### config.mk
export PLATFORM = sky130hd
export DESIGN_NAME = exe_stage
export DESIGN_NICKNAME = d
export VERILOG_FILES = /design/src/rtl/exe_stage.sv
export SDC_FILE = /design/constraint.sdc
export NUM_CORES = 2
export LEC_CHECK = 0
export BUFFER_PORTS_ARGS = -buffer_cell sky130_fd_sc_hd__buf_2
export CAP_MARGIN = 20
export CORE_AREA = 2 2 284 286
export DETAILED_ROUTE_END_ITERATION = 10
export DIE_AREA = 0 0 286 288
export GPL_ROUTABILITY_DRIVEN = 1
export HOLD_SLACK_MARGIN = 0.03
export SYNTH_ARGS = -nofsm -noshare
export SYNTH_HDL_FRONTEND = slang
export SYNTH_SLANG_ARGS = --single-unit
### constraint.sdc
create_clock -name clk -period 17.6 [get_ports clk]
set_input_delay 3.52 -clock clk [delete_from_list [all_inputs] [get_ports clk]]
set_output_delay 3.52 -clock clk [all_outputs]
set_load 0.01 [all_outputs]
### src/rtl/exe_stage.sv
// rtl/exe_stage.sv - execute stage: ID/EXE register, one-hot ALU, overflow check, HI/LO and iterative MULT
module exe_stage #(
    parameter int MUL_CYCLES = 32
) (
    input  logic         clk,
    input  logic         reset,
    input  logic         ID_over,
    input  logic [170:0] ID_EXE_bus,
    input  logic         MEM_allow_in,
    input  logic         cancel,
    output logic         EXE_allow_in,
    output logic         EXE_valid,
    output logic         EXE_over,
    output logic [4:0]   EXE_wdest,
    output logic [118:0] EXE_MEM_bus,
    output logic [31:0]  EXE_pc
);

    localparam int CW = $clog2(MUL_CYCLES);
    localparam logic [CW-1:0] LAST_ITER = CW'(MUL_CYCLES - 1);

    typedef struct packed {
        logic        multiply;
        logic        mthi;
        logic        mtlo;
        logic [11:0] alu_control;
        logic [31:0] op1;
        logic [31:0] op2;
        logic        check_ov;
        logic [3:0]  mem_control;
        logic [31:0] store_data;
        logic        mfhi;
        logic        mflo;
        logic        mtc0;
        logic        mfc0;
        logic [7:0]  cp0r_addr;
        logic        syscall;
        logic        eret;
        logic        rf_wen;
        logic [4:0]  rf_wdest;
        logic        rs_wait;
        logic        rt_wait;
        logic        inst_r;
        logic [31:0] pc;
    } id_bus_t;

    typedef enum logic [1:0] {IDLE, BUSY, DONE} mul_state_t;

    id_bus_t     bus_r;
    mul_state_t  state;
    logic [31:0] hi;
    logic [31:0] lo;
    logic [CW-1:0] count;
    logic [63:0] mcand;
    logic [31:0] mplier;
    logic [63:0] acc;
    logic        prod_neg;

    logic        load;
    logic        handoff;
    logic        in_multiply;
    logic [31:0] in_op1;
    logic [31:0] in_op2;
    logic [63:0] acc_sum;

    // Raw-bus fields needed on the load edge, before the register holds them
    assign in_multiply = ID_EXE_bus[170];
    assign in_op1      = ID_EXE_bus[155:124];
    assign in_op2      = ID_EXE_bus[123:92];

    assign EXE_over     = EXE_valid & (~bus_r.multiply | (state == DONE));
    assign handoff      = EXE_over & MEM_allow_in;
    assign EXE_allow_in = ~EXE_valid | handoff;
    assign load         = ID_over & EXE_allow_in;
    assign acc_sum      = acc + (mplier[0] ? mcand : 64'd0);

    always_ff @(posedge clk or posedge reset) begin
        if (reset) begin
            bus_r     <= '0;
            EXE_valid <= 1'b0;
            hi        <= '0;
            lo        <= '0;
            state     <= IDLE;
            count     <= '0;
            mcand     <= '0;
            mplier    <= '0;
            acc       <= '0;
            prod_neg  <= 1'b0;
        end else begin
            if (load) begin
                bus_r <= ID_EXE_bus;
            end

            if (cancel) begin
                EXE_valid <= 1'b0;
            end else if (EXE_allow_in) begin
                EXE_valid <= ID_over;
            end

            if (handoff && !cancel) begin
                if (bus_r.multiply) begin
                    hi <= acc[63:32];
                    lo <= acc[31:0];
                end
                if (bus_r.mthi) hi <= bus_r.op1;
                if (bus_r.mtlo) lo <= bus_r.op1;
            end

            // A load into a DONE stage only happens on handoff, so it also retires the old MULT
            if (cancel) begin
                state <= IDLE;
            end else if (load) begin
                if (in_multiply) begin
                    state    <= BUSY;
                    count    <= '0;
                    acc      <= '0;
                    mcand    <= {32'd0, in_op1[31] ? -in_op1 : in_op1};
                    mplier   <= in_op2[31] ? -in_op2 : in_op2;
                    prod_neg <= in_op1[31] ^ in_op2[31];
                end else begin
                    state <= IDLE;
                end
            end else begin
                case (state)
                    BUSY: begin
                        mcand  <= mcand << 1;
                        mplier <= mplier >> 1;
                        count  <= count + 1'b1;
                        if (count == LAST_ITER) begin
                            acc   <= prod_neg ? -acc_sum : acc_sum;
                            state <= DONE;
                        end else begin
                            acc <= acc_sum;
                        end
                    end
                    DONE: begin
                        if (handoff) state <= IDLE;
                    end
                    default: ;
                endcase
            end
        end
    end

    logic        op_add, op_sub, op_slt, op_sltu, op_and, op_nor;
    logic        op_or, op_xor, op_sll, op_srl, op_sra, op_lui;
    logic [31:0] sum;
    logic [31:0] diff;
    logic [31:0] alu_result;
    logic [31:0] exe_result;
    logic        add_ov;
    logic        sub_ov;
    logic        ov;
    logic        rf_wen_eff;
    logic [4:0]  shamt;

    assign {op_add, op_sub, op_slt, op_sltu, op_and, op_nor,
            op_or, op_xor, op_sll, op_srl, op_sra, op_lui} = bus_r.alu_control;

    assign sum   = bus_r.op1 + bus_r.op2;
    assign diff  = bus_r.op1 - bus_r.op2;
    assign shamt = bus_r.op1[4:0];

    assign add_ov = (bus_r.op1[31] == bus_r.op2[31]) & (sum[31] != bus_r.op1[31]);
    assign sub_ov = (bus_r.op1[31] != bus_r.op2[31]) & (diff[31] != bus_r.op1[31]);
    assign ov     = bus_r.check_ov & ((op_add & add_ov) | (op_sub & sub_ov));

    // One-hot select: an all-zero control word yields zero
    assign alu_result =
          ({32{op_add}}  & sum)
        | ({32{op_sub}}  & diff)
        | ({32{op_slt}}  & {31'd0, $signed(bus_r.op1) < $signed(bus_r.op2)})
        | ({32{op_sltu}} & {31'd0, bus_r.op1 < bus_r.op2})
        | ({32{op_and}}  & (bus_r.op1 & bus_r.op2))
        | ({32{op_nor}}  & ~(bus_r.op1 | bus_r.op2))
        | ({32{op_or}}   & (bus_r.op1 | bus_r.op2))
        | ({32{op_xor}}  & (bus_r.op1 ^ bus_r.op2))
        | ({32{op_sll}}  & (bus_r.op2 << shamt))
        | ({32{op_srl}}  & (bus_r.op2 >> shamt))
        | ({32{op_sra}}  & 32'($signed(bus_r.op2) >>> shamt))
        | ({32{op_lui}}  & {bus_r.op2[15:0], 16'h0000});

    assign exe_result = bus_r.mfhi ? hi :
                        bus_r.mflo ? lo : alu_result;

    assign rf_wen_eff = bus_r.rf_wen & ~ov;
    assign EXE_wdest  = (EXE_valid & rf_wen_eff) ? bus_r.rf_wdest : 5'd0;
    assign EXE_pc     = bus_r.pc;

    assign EXE_MEM_bus = {bus_r.mem_control, bus_r.store_data, exe_result,
                          bus_r.mtc0, bus_r.mfc0, bus_r.cp0r_addr, bus_r.syscall, bus_r.eret,
                          rf_wen_eff, bus_r.rf_wdest, ov,
                          bus_r.pc};

    logic unused_bits;
    assign unused_bits = ^{bus_r.rs_wait, bus_r.rt_wait, bus_r.inst_r};

endmodule
==> impl_metrics.yaml <==
status:
  status: "completed"
clock_tree:
  cts_inserted_buffers: 49
  cts_tree: "yes"
  clkLatencyLatePin_ns: 0.62
  cts_sinks: 401
  cts-htree-levels: 2
  cts_hold_buf: 0
  cts-resized-gates: 0
  post-cts-setup-buffers: 0
  cts-root-buf: "clkbuf_16"
  clk_path_buf_depth: 3
  cts.clk_slew.worst_paths_ns: 0.06
setup_path:
  max_stage_delay_ns: 0.78
  crit_fanout: 47
  critPathSlowestCell: "a221oi_1"
  cp_data_required_time_ns: 14.08
  end_kind: "output port"
  start_kind: "flop"
  worstPathCellList: "buf_4, inv_1, buf_4, ha_1, inv_1, fa_1, nor2b_1, o21a_1, o21ba_2, o21ai_0, o21bai_1, a21oi_1, o21bai_1, a21oi_1, o21ai_0, a221oi_1, and2_1, o31ai_1, a221oi_1, buf_2"
  path_class: "reg -> out"
  cp.arrival_ns: 6.84
  path_buf_inv: 5
  cp_top_family: "compound AO/OA/AOI/OAI gates"
sta:
  timing.fmax_mhz: 96.5
  slew_headroom_pct: 14.4
  timing.hold.ws_ns: 0.467
  grt_setup_unrepaired: "no"
  finalHoldViolations: 0
  fin_tns_setup_ns: 0
  finClkSkew_ns: 0.0210
  tightest_slew_ns: 1.25
  drv_slew: 0
  min_period_ns: 10.36
  setup_viol: 0
  post-route-period-util_pct: 58.9
layout:
  regArea_mm2: 0.0100
  nets: 4741
  drive_gt1_share_pct: 12.2
  fillCellCount: 8237
  area_growth_pct: 9.47
  multi_input_area_mm2: 0.0206
  finalNonFillerCells: 5496
synth:
  yosysMostFrequentCell: "nand2_1"
  synth_seq_cells: 401
  yosysWarnings: 0
  syn-cell-area_mm2: 0.0331
  synthArstFlopShare_pct: 100
  synth.distinct_cells: 83
  seq_area_frac_synth_pct: 30.3
  yosysTopAreaCell: "dfrtp_1"
  synth_ff_type: "dfrtp_1"
  synth-edff-count: 0
  synth_cells: 4369
  synth_common_cells: "nand2_1 (774), o21ai_0 (415), dfrtp_1 (401)"
  avgSynthCellArea_um2: 7.58
  synthesis.nets: 4714
  yosysTopAreaCellShare_pct: 30.3
  yosys-top-cells-area: "dfrtp_1 (30%), nand2_1 (8.8%), ha_1 (6.3%)"
placement:
  place_hpwl_um: 102000
  placed_cells: 5404
  port_buffers: 331
  gp_congestion: 1.04
routing:
  vias: 32700
  drtPass1Iterations: 8
  ant_nets: 0
  wl_per_cell_um: 24.6
  dr.first_iter.drc_count: 3392
  drc_errors: 0
  wirelength_um: 135000
  vias_per_cell: 5.95
floorplanning:
  die_height_um: 288
  fp.dieW_um: 286
  coreArea_mm2: 0.0796
  start_util_pct: 41.6
  ios: 335
  die-area_mm2: 0.0824
  rows: 104
grt:
  track_usage_pct: 31.8
  grt_overflow: 0
  grt_max_degree: 178
  grt_pass1_vias: 30400
  antenna_found_initial: 8
  grt_pass1_wl_um: 199000
min_path:
  hp-class: "reg -> reg"
flow_run:
  max_cap_viol_count: 0
power:
  p_per_area_mw_per_mm2: 109
  peakVddDrop_mv: 0.0767
  p_leak_nw: 16.8
==> power breakdown <==
group          switching, mW  leakage (nW)  total (mW)  internal [mW]
clock                  0.442         0.804        1.06          0.614
sequential             0.171          5.09        1.26           1.09
combinational           1.08          10.9        1.64          0.561
==> sequential cells by signal, summed over array words and instances (netlist names) <==
signal	flops
bus_r	83
acc	64
mcand	64
EXE_MEM_bus	53
EXE_pc	32
hi	32
lo	32
mplier	32
count	5
state	2
EXE_valid	1
prod_neg	1
==> final cells by class <==
cell class | instances | share of cell area (%)
Multi-Input combinational cell | 3415 | 56.8
Sequential cell | 401 | 27.7
Timing Repair Buffer | 381 | 5.73
Clock buffer | 66 | 3.84
Tap cell | 1060 | 3.66
Inverter | 148 | 1.55
Clock inverter | 22 | 0.708
Antenna cell | 3 | 0.0207
==> layer usage <==
layer,track usage (%),up-vias,share of wire [%]
met4,15.8,4,5.5
met5,0,-,0.017
met2,50.2,1257,45
li1,-,15300,-
met3,4.43,277,6.8
met1,42.7,15800,42
==> stage by stage <==
| step | total power [mW] | setup slack (ns) | utilization, % | area [um^2] |
|---|---|---|---|---|
| 6_report | 3.96 | 7.24 | 45.5 | 36200 |
| 5_1_grt | 4.16 | 7.12 | 45.5 | 36200 |
| 4_1_cts | 3.94 | 7.43 | 45.5 | 36200 |
| 3_3_place_gp | 2.86 | 8.13 | 43.4 | 34600 |
| 3_5_place_dp | 2.87 | 8.10 | 43.4 | 34600 |
| 2_1_floorplan | 2.32 | 2.93 | - | 33100 |
==> logic make-up (layout without fill, tap and decap cells) <==
family | Yosys count | in the layout | synth area share, %
AND/OR/NAND/NOR | 1641 | 1641 | 22.2
adder cells (fa/ha/maj) | 169 | 169 | 6.45
flip-flops | 401 | 401 | 30.3
XOR/XNOR | 177 | 177 | 4.68
other | 0 | 3 | 0
multiplexers | 195 | 195 | 6.15
buffers and inverters | 553 | 617 | 7.65
AO/OA/AOI/OAI | 1233 | 1233 | 22.5
==> final timing paths <==
path | from | to | slack (ns) | cells past startpoint
worst max-delay path | bus_r[124] | EXE_MEM_bus[79] | 7.24 | 20
worst min-delay path | EXE_MEM_bus[44] | EXE_MEM_bus[44] | 0.47 | 2
worst max register to register | mplier[0] | acc[59] | 10.87 | 16
worst min register to register | EXE_MEM_bus[44] | EXE_MEM_bus[44] | 0.47 | 2
max in group asynchronous | reset | EXE_MEM_bus[90] | 12.32 | 4
min in group asynchronous | reset | acc[7] | 2.98 | 2
==> placed cells by master, fill, tap and decap left out, drive strengths merged, types with 30 or more instances in the layout <==
cell / instances
nand2: 774
o21ai: 420
dfrtp: 401
buf: 381
a21oi: 380
nor2: 342
mux2i: 173
ha: 166
inv: 148
nand3: 137
xnor2: 91
xor2: 86
and2: 86
clkbuf: 66
nor3: 64
a21o: 43
o31ai: 40
nand4: 39
nand2b: 38
a211oi: 34
o21bai: 30
nor4: 30
==> worst min-delay path, delay by kind of cell (launching register included) <==
kind | cells | cell delay (ns)
flops | 1 | 0.34
simple gates | 2 | 0.10
No activity file was read; power rests on OpenSTA's default activity.
